`src/rtl/wbmic_pkg.sv`:
```
`default_nettype none
// ============================================================================
// Module   : wbmic_pkg
// Purpose  : Register map, CTRL field positions and FSM states shared by the
//            mic sample FIFO controller.
// Revision : 1.0
// ============================================================================
package wbmic_pkg;

  localparam logic [1:0] c_addr_ctrl   = 2'd0;
  localparam logic [1:0] c_addr_status = 2'd1;
  localparam logic [1:0] c_addr_data   = 2'd2;
  localparam logic [1:0] c_addr_drops  = 2'd3;

  localparam int c_ctrl_en         = 0;
  localparam int c_ctrl_frst       = 1;
  localparam int c_ctrl_ie         = 2;
  localparam int c_ctrl_thresh_lsb = 16;
  localparam int c_ctrl_thresh_msb = 29;

  typedef enum logic [1:0] {
    c_st_idle   = 2'd0,
    c_st_flush  = 2'd1,
    c_st_settle = 2'd2
  } state_t;

endpackage
`default_nettype wire

```
`src/rtl/wbmic_fifoctrl.sv`:
```
`default_nettype none
// ============================================================================
// Module   : wbmic_fifoctrl
// Purpose  : Wishbone front end for an external mic sample FIFO: push, pop,
//            flush sequencing, drop counting and fill-threshold interrupt.
// Revision : 1.0
// ============================================================================
module wbmic_fifoctrl
  import wbmic_pkg::*;
#(
  parameter int          BW         = 12,
  parameter int          LGFLEN     = 9,
  parameter logic [13:0] DEF_THRESH = 14'd256
) (
  input  logic          i_clk,
  input  logic          i_rst,
  input  logic          i_wb_cyc,
  input  logic          i_wb_stb,
  input  logic          i_wb_we,
  input  logic [1:0]    i_wb_addr,
  input  logic [31:0]   i_wb_data,
  output logic          o_wb_ack,
  output logic          o_wb_stall,
  output logic [31:0]   o_wb_data,
  input  logic          i_smpl_stb,
  input  logic [BW-1:0] i_smpl_data,
  output logic          o_fifo_rst,
  output logic          o_fifo_wr,
  output logic [BW-1:0] o_fifo_data,
  output logic          o_fifo_rd,
  input  logic          i_fifo_empty_n,
  input  logic          i_fifo_err,
  input  logic [BW-1:0] i_fifo_data,
  input  logic [15:0]   i_fifo_status,
  output logic          o_int
);

  state_t        r_state, w_state_nx;
  logic          r_flush_cnt, w_flush_cnt_nx;
  logic          r_en, r_ie;
  logic [13:0]   r_thresh;
  logic [15:0]   r_drops;
  logic          r_ack, r_fifo_wr, r_int;
  logic [31:0]   r_rdata, w_rdata;
  logic [BW-1:0] r_fifo_data;
  logic          w_idle, w_wr_req, w_rd_req, w_ctrl_wr, w_frst, w_drops_clr, w_drop;
  logic [13:0]   w_fill;
  logic          w_unused;

  assign w_idle      = (r_state == c_st_idle);
  assign w_wr_req    = i_wb_stb && i_wb_we;
  assign w_rd_req    = i_wb_stb && !i_wb_we;
  assign w_ctrl_wr   = w_wr_req && (i_wb_addr == c_addr_ctrl);
  assign w_frst      = w_ctrl_wr && i_wb_data[c_ctrl_frst];
  assign w_drops_clr = w_frst || (w_wr_req && (i_wb_addr == c_addr_drops));
  assign w_drop      = i_smpl_stb && r_en && (i_fifo_err || !w_idle);
  assign w_fill      = i_fifo_status[15:2];
  // LGFLEN only describes the attached FIFO; fill arrives already sized
  assign w_unused    = ^{i_wb_data[31:30], i_wb_data[15:3], LGFLEN != 0};

  assign o_fifo_rd   = w_rd_req && (i_wb_addr == c_addr_data) && i_fifo_empty_n && w_idle;
  assign o_wb_ack    = r_ack;
  assign o_wb_stall  = 1'b0;
  assign o_wb_data   = r_rdata;
  assign o_fifo_wr   = r_fifo_wr;
  assign o_fifo_data = r_fifo_data;
  assign o_int       = r_int;

  always_comb begin
    w_rdata = '0;
    case (i_wb_addr)
      c_addr_ctrl: begin
        w_rdata[c_ctrl_en]                             = r_en;
        w_rdata[c_ctrl_ie]                             = r_ie;
        w_rdata[c_ctrl_thresh_msb:c_ctrl_thresh_lsb]   = r_thresh;
      end
      c_addr_status: w_rdata = {i_fifo_err, 15'b0, i_fifo_status};
      c_addr_data: begin
        w_rdata[31]     = i_fifo_empty_n && w_idle;
        w_rdata[BW-1:0] = i_fifo_data;
      end
      default: w_rdata[15:0] = r_drops;
    endcase
  end

  // A new FRST always restarts the flush from its first cycle
  always_comb begin
    w_state_nx     = r_state;
    w_flush_cnt_nx = r_flush_cnt;
    o_fifo_rst     = (r_state == c_st_flush);
    if (w_frst) begin
      w_state_nx     = c_st_flush;
      w_flush_cnt_nx = 1'b0;
    end else begin
      case (r_state)
        c_st_idle: ;
        c_st_flush: begin
          if (r_flush_cnt) w_state_nx = c_st_settle;
          else             w_flush_cnt_nx = 1'b1;
        end
        c_st_settle: w_state_nx = c_st_idle;
        default:     w_state_nx = c_st_idle;
      endcase
    end
  end

  always_ff @(posedge i_clk) begin
    if (i_rst) begin
      r_state     <= c_st_flush;
      r_flush_cnt <= 1'b0;
    end else begin
      r_state     <= w_state_nx;
      r_flush_cnt <= w_flush_cnt_nx;
    end
  end

  always_ff @(posedge i_clk) begin
    if (i_rst) begin
      r_en      <= 1'b0;
      r_ie      <= 1'b0;
      r_thresh  <= DEF_THRESH;
      r_drops   <= '0;
      r_ack     <= 1'b0;
      r_rdata   <= '0;
      r_fifo_wr <= 1'b0;
      r_int     <= 1'b0;
    end else begin
      r_ack     <= i_wb_stb && i_wb_cyc;
      if (i_wb_stb) r_rdata <= w_rdata;
      r_fifo_wr <= i_smpl_stb && r_en && w_idle && !w_frst;
      if (w_ctrl_wr) begin
        r_en     <= i_wb_data[c_ctrl_en];
        r_ie     <= i_wb_data[c_ctrl_ie];
        r_thresh <= i_wb_data[c_ctrl_thresh_msb:c_ctrl_thresh_lsb];
      end
      if (w_drops_clr)                        r_drops <= '0;
      else if (w_drop && r_drops != 16'hFFFF) r_drops <= r_drops + 16'd1;
      r_int <= r_ie && (i_fifo_err || (r_thresh != 14'd0 && w_fill >= r_thresh));
    end
  end

  always_ff @(posedge i_clk) begin
    r_fifo_data <= i_smpl_data;
  end

endmodule
`default_nettype wire
```
`config.mk`:
```
export PLATFORM = sky130hd
export DESIGN_NAME = wbmic_fifoctrl
export DESIGN_NICKNAME = d
export VERILOG_FILES = /design/src/rtl/wbmic_pkg.sv /design/src/rtl/wbmic_fifoctrl.sv
export SDC_FILE = /design/constraint.sdc
export NUM_CORES = 1
export LEC_CHECK = 0
export CORE_MARGIN = 4
export CORE_UTILIZATION = 46
export CTS_BUF_LIST = sky130_fd_sc_hd__clkbuf_8
export DETAILED_ROUTE_END_ITERATION = 10
export PLACE_DENSITY = 0.84
export SLEW_MARGIN = 0
export SYNTH_ARGS = -nofsm -noshare
export SYNTH_HDL_FRONTEND = slang
export SYNTH_SLANG_ARGS = --single-unit
export TNS_END_PERCENT = 5
```
`constraint.sdc`:
```
create_clock -name i_clk -period 2.27 [get_ports i_clk]
set_input_delay 0.454 -clock i_clk [delete_from_list [all_inputs] [get_ports i_clk]]
set_output_delay 0.454 -clock i_clk [all_outputs]
set_load 0.1 [all_outputs]
```
== Word-level counts from Yosys, hierarchy flattened ==
Cells that the tools add are included.
Storage, ports and cells
  flip-flop bits (word level): 81
  bits of input ports: 82
  output and inout port bits: 50
Operators by class
  add/subtract/negate cells: 1
  magnitude comparators: 1
  eq/ne operators: 6
  multiplexer cells: 9
  bitwise logic cells: 1
  reduce and logical (&&, ||, !) cells: 30
Operator list (count)
  $pmux W9 S3: 1
  $logic_and A1 B1 Y1: 17
  $add A16 B1 Y16 const B: 1
  $ne A16 B16 Y1 const B: 1
  $ge A14 B14 Y1: 1
  $mux W14: 1
  $reduce_bool A14 Y1: 1
  $pmux W1 S3: 3
  $pmux W4 S2: 1
  $reduce_or A2 Y1: 3
  $eq A2 B1 Y1 const B: 2
  $eq A2 B2 Y1 const B: 2
  $logic_not A2 Y1: 2
  $pmux W2 S2: 1
  $logic_not A1 Y1: 3
  $logic_or A1 B1 Y1: 3
  $mux W2: 1
  $ne A2 B1 Y1 const B: 1
  $pmux W1 S2: 1
  $reduce_and A2 Y1: 1
  $not A1 Y1: 1

== Logic depth before layout (Yosys ltp) ==
  depth after elaboration: 5
  mapped depth: 8
  gate-level depth less buffers: 7

== Worst setup path before layout ==
Ideal clock, no wire load.
  path type: in2out
  start point: input port i_wb_addr[0]
  end point: output port o_fifo_rd
  arrival time: 3.334 ns
  slack: -1.518 ns
  cell stages on the path: 5
  path through: inv_1 -> ha_1 -> clkbuf_1 -> nand3_1 -> nor3b_1
On the way
  longest elaborated chain between the ends: 4
RTL lines
  start: declaration: line wbmic_fifoctrl.sv:20  | input logic [1:0] i_wb_addr,
  $eq A2 B2 Y1: line wbmic_fifoctrl.sv:61  | assign o_fifo_rd = w_rd_req && (i_wb_addr == c_addr_data) && i_fifo_empty_n && w_idle;
  $logic_and A1 B1 Y1 (3 in series): line wbmic_fifoctrl.sv:61
  end: declaration: line wbmic_fifoctrl.sv:30  | output logic o_fifo_rd,
Every way passes these cells.

== Final worst setup path ==
  start point: input port i_wb_addr[1]
  end point: output port o_fifo_rd
The elaborated chain is that of the path after synthesis.

==> flow_metrics.py <==
metrics = {
    "sta": {
        "skew_ns": 0.00934,
        "worst_pin_slew_ns": 0.620,
        "slew_violations": 0,
        "finalWorstPathRequiredPeriod_ns": 2.23,
        "relSlewSlack": 0.583,
        "rsz0062_at_grt": "no",
        "min_period_over_period": 0.980,
        "tns_ns": 0,
        "finalSetupViolCount": 0,
        "finalHoldViolations": 0,
        "max_freq_ghz": 0.449,
    },
    "clock_network": {
        "cts_tree": "done",
        "worstSkewPairLatency_ns": 0.36,
        "cts.clk_slew.worst_paths_ns": 0.08,
        "cts.htree.levels": 3,
        "cts_sinks": 81,
        "clock-root-buffer": "clkbuf_8",
        "cts-buffers-inserted": 9,
        "clockBufferDepth": 2,
    },
    "finish": {
        "finalNonFillerCells": 654,
        "insertedDiodeCount": 0,
        "drive_above_1_share": 0.167,
        "area.sequential_um2": 1620,
        "layout.nets": 649,
        "multi_input_area_um2": 1870,
        "layout_common_cells": "dfxtp_1, clkdlybuf4s50_1, buf_4",
        "final_common_cell": "dfxtp_1",
        "n_fill_cell": 632,
        "area_growth_pct": 40.1,
        "design_area_um2": 5090,
    },
    "yosys": {
        "synth.distinct_cells": 44,
        "synth_ff_type": "dfxtp_1",
        "syn_area_per_cell_um2": 8.52,
        "synth-seq-area-share": 0.446,
        "synth_top_area_share": 0.446,
        "synthArstFlopShare": 0,
        "ys_ff_latch": 81,
        "synth_edf_count": 0,
        "synth_top_cell_by_area": "dfxtp_1",
        "yosysWarnings": 0,
        "synth_area_leaders": "dfxtp_1, ha_1, nand2_1, a21oi_1, nor2_1",
        "mappedNetlistArea_um2": 3640,
        "postSynthCellCount": 427,
    },
    "critical_path": {
        "end_kind": "output pin",
        "start_kind": "input port",
        "cp_data_arrival_time_ns": 1.77,
        "crit_required_ns": 1.82,
        "worstPathMaxFanout": 4,
        "crit_type": "in2out",
    },
    "floorplan": {
        "coreArea_um2": 7690,
        "die_area_um2": 9390,
        "placementRows": 32,
        "chipHeight_um": 96.9,
        "die_w_um": 96.9,
        "pin_count": 132,
        "start_util": 0.473,
    },
    "place": {
        "hpwl_um": 7800,
        "post_dp_cell_area_um2": 4880,
        "gp_congestion": 0.888,
        "io_buffers": 114,
        "dp.cells": 638,
    },
    "power": {
        "ir_worst_vdd_mv": 0.381,
        "p_sw_uw": 976,
        "seqPwrFrac": 0.465,
        "powerDensity_nw_per_um2": 625,
        "p_comb_frac": 0.195,
        "p_sw_frac": 0.307,
        "p_leak_uw": 0.00199,
        "internal_power_uw": 2210,
        "pwr-share-clk": 0.339,
    },
    "status": {
        "status": "finished, final reports clean",
    },
    "global_routing": {
        "first_global_vias": 3564,
        "antenna_found_initial": 0,
        "globalRouteTotalUtil": 0.216,
        "grt_overflow": 0,
        "grt_pass1_wl_um": 16700,
        "grt_max_degree": 40,
    },
    "run": {
        "cap_violations": 0,
    },
    "routing": {
        "final_antenna_net_count": 0,
        "drt_iter0_drc": 151,
        "drt_wl_total_um": 10200,
        "vias": 3460,
        "drc": 0,
        "dr.max_layer_used": "met4",
        "routed_via_density": 5.29,
        "wl_per_cell_um": 15.5,
        "met2_length_um": 5130,
        "drt_pre_antenna_iters": 5,
        "wl_met1_um": 4110,
        "wl_met3_um": 686,
    },
    "worst_hold_path": {
        "hold_path_class": "reg2reg",
    },
}
## layout make-up
| cell class | count | share of cell area |
|---|---|---|
| inverter | 18 | 0.0133 |
| clock buffer | 9 | 0.0243 |
| timing repair buffer | 134 | 0.236 |
| multi-input combinational | 303 | 0.367 |
| sequential | 81 | 0.318 |
| tap | 102 | 0.0251 |
| clock inverter | 7 | 0.0155 |
## sequential cells by signal, summed over array words and instances (netlist names)
signal       cells
o_wb_ack         1
o_fifo_wr        1
r_state          2
r_ie             1
r_en             1
r_thresh        14
o_fifo_data     12
o_wb_data       31
o_int            1
r_drops         16
r_flush_cnt      1
## kinds of logic (layout without fill, tap and decap cells)
kind of cell / after synthesis / after routing / share of synthesized area
AO/OA/AOI/OAI: 92 / 92 / 0.154
multiplexers: 14 / 14 / 0.0385
AND/OR/NAND/NOR: 162 / 162 / 0.212
buffers and inverters: 44 / 168 / 0.0485
XOR/XNOR: 13 / 13 / 0.0313
other: 1 / 2 / 0.00103
flip-flops: 81 / 81 / 0.446
adder cells (fa/ha/maj): 20 / 20 / 0.0688
## power groups by stage
stage | Clock (uW) | Sequential, uW | Combinational, uW
floorplan | 0 | 1700 | 190
global placement | 0 | 1510 | 609
detailed placement | 0 | 1510 | 617
CTS | 1100 | 1480 | 621
global route | 1170 | 1490 | 655
finish | 1080 | 1480 | 621
## worst max-delay path: stages
cell,delay (ns)
clkdlybuf4s50_1,0.58
ha_4,0.19
nand3_2,0.09
nor3b_4,0.24
buf_12,0.20
## per-layer routing
layer,global-route usage,vias up
met3,0.0634,21
met2,0.373,117
li1,-,1718
met5,0,-
met1,0.246,1604
met4,0.0961,0
## synthesized netlist by cell type, drive strengths merged, types with 3 or more instances
cell / n
dfxtp: 81
nand2: 55
a21oi: 38
nor2: 38
nand3: 23
o21ai: 21
ha: 20
clkbuf: 19
inv: 18
nand2b: 16
a22oi: 14
mux2i: 14
xor2: 8
buf: 7
nor4: 7
nor3: 5
xnor2: 5
a211oi: 4
and3: 4
nand4: 4
and4: 3
## final timing paths
check | depth (start not counted) | slack [ns] | start | end
worst min-delay path | 1 | 0.46 | r_flush_cnt | r_state[0]
worst min register to register | 1 | 0.46 | r_flush_cnt | r_state[0]
worst max register to register | 6 | 0.30 | r_drops[0] | r_drops[8]
worst max-delay path | 5 | 0.04 | i_wb_addr[1] | o_fifo_rd
## metrics by stage
step                       util  worst slack (ns)  total power [uW]  hold slack [ns]
after floorplan               -           0.00264              1890            0.438
after global placement    0.635            0.0207              2120            0.440
after detailed placement  0.635           0.00164              2130            0.457
after CTS                 0.663            0.0444              3210            0.466
after global routing      0.663            0.0178              3310            0.499
final                     0.663            0.0448              3180            0.460
## repair_timing
action	4_1_cts	5_1_grt
setup buffers	0	0
hold buffers	0	0
gates resized for setup	1	0
endpoints found under the setup margin	1	0
Note: power is estimated with default switching activity, not from simulation.
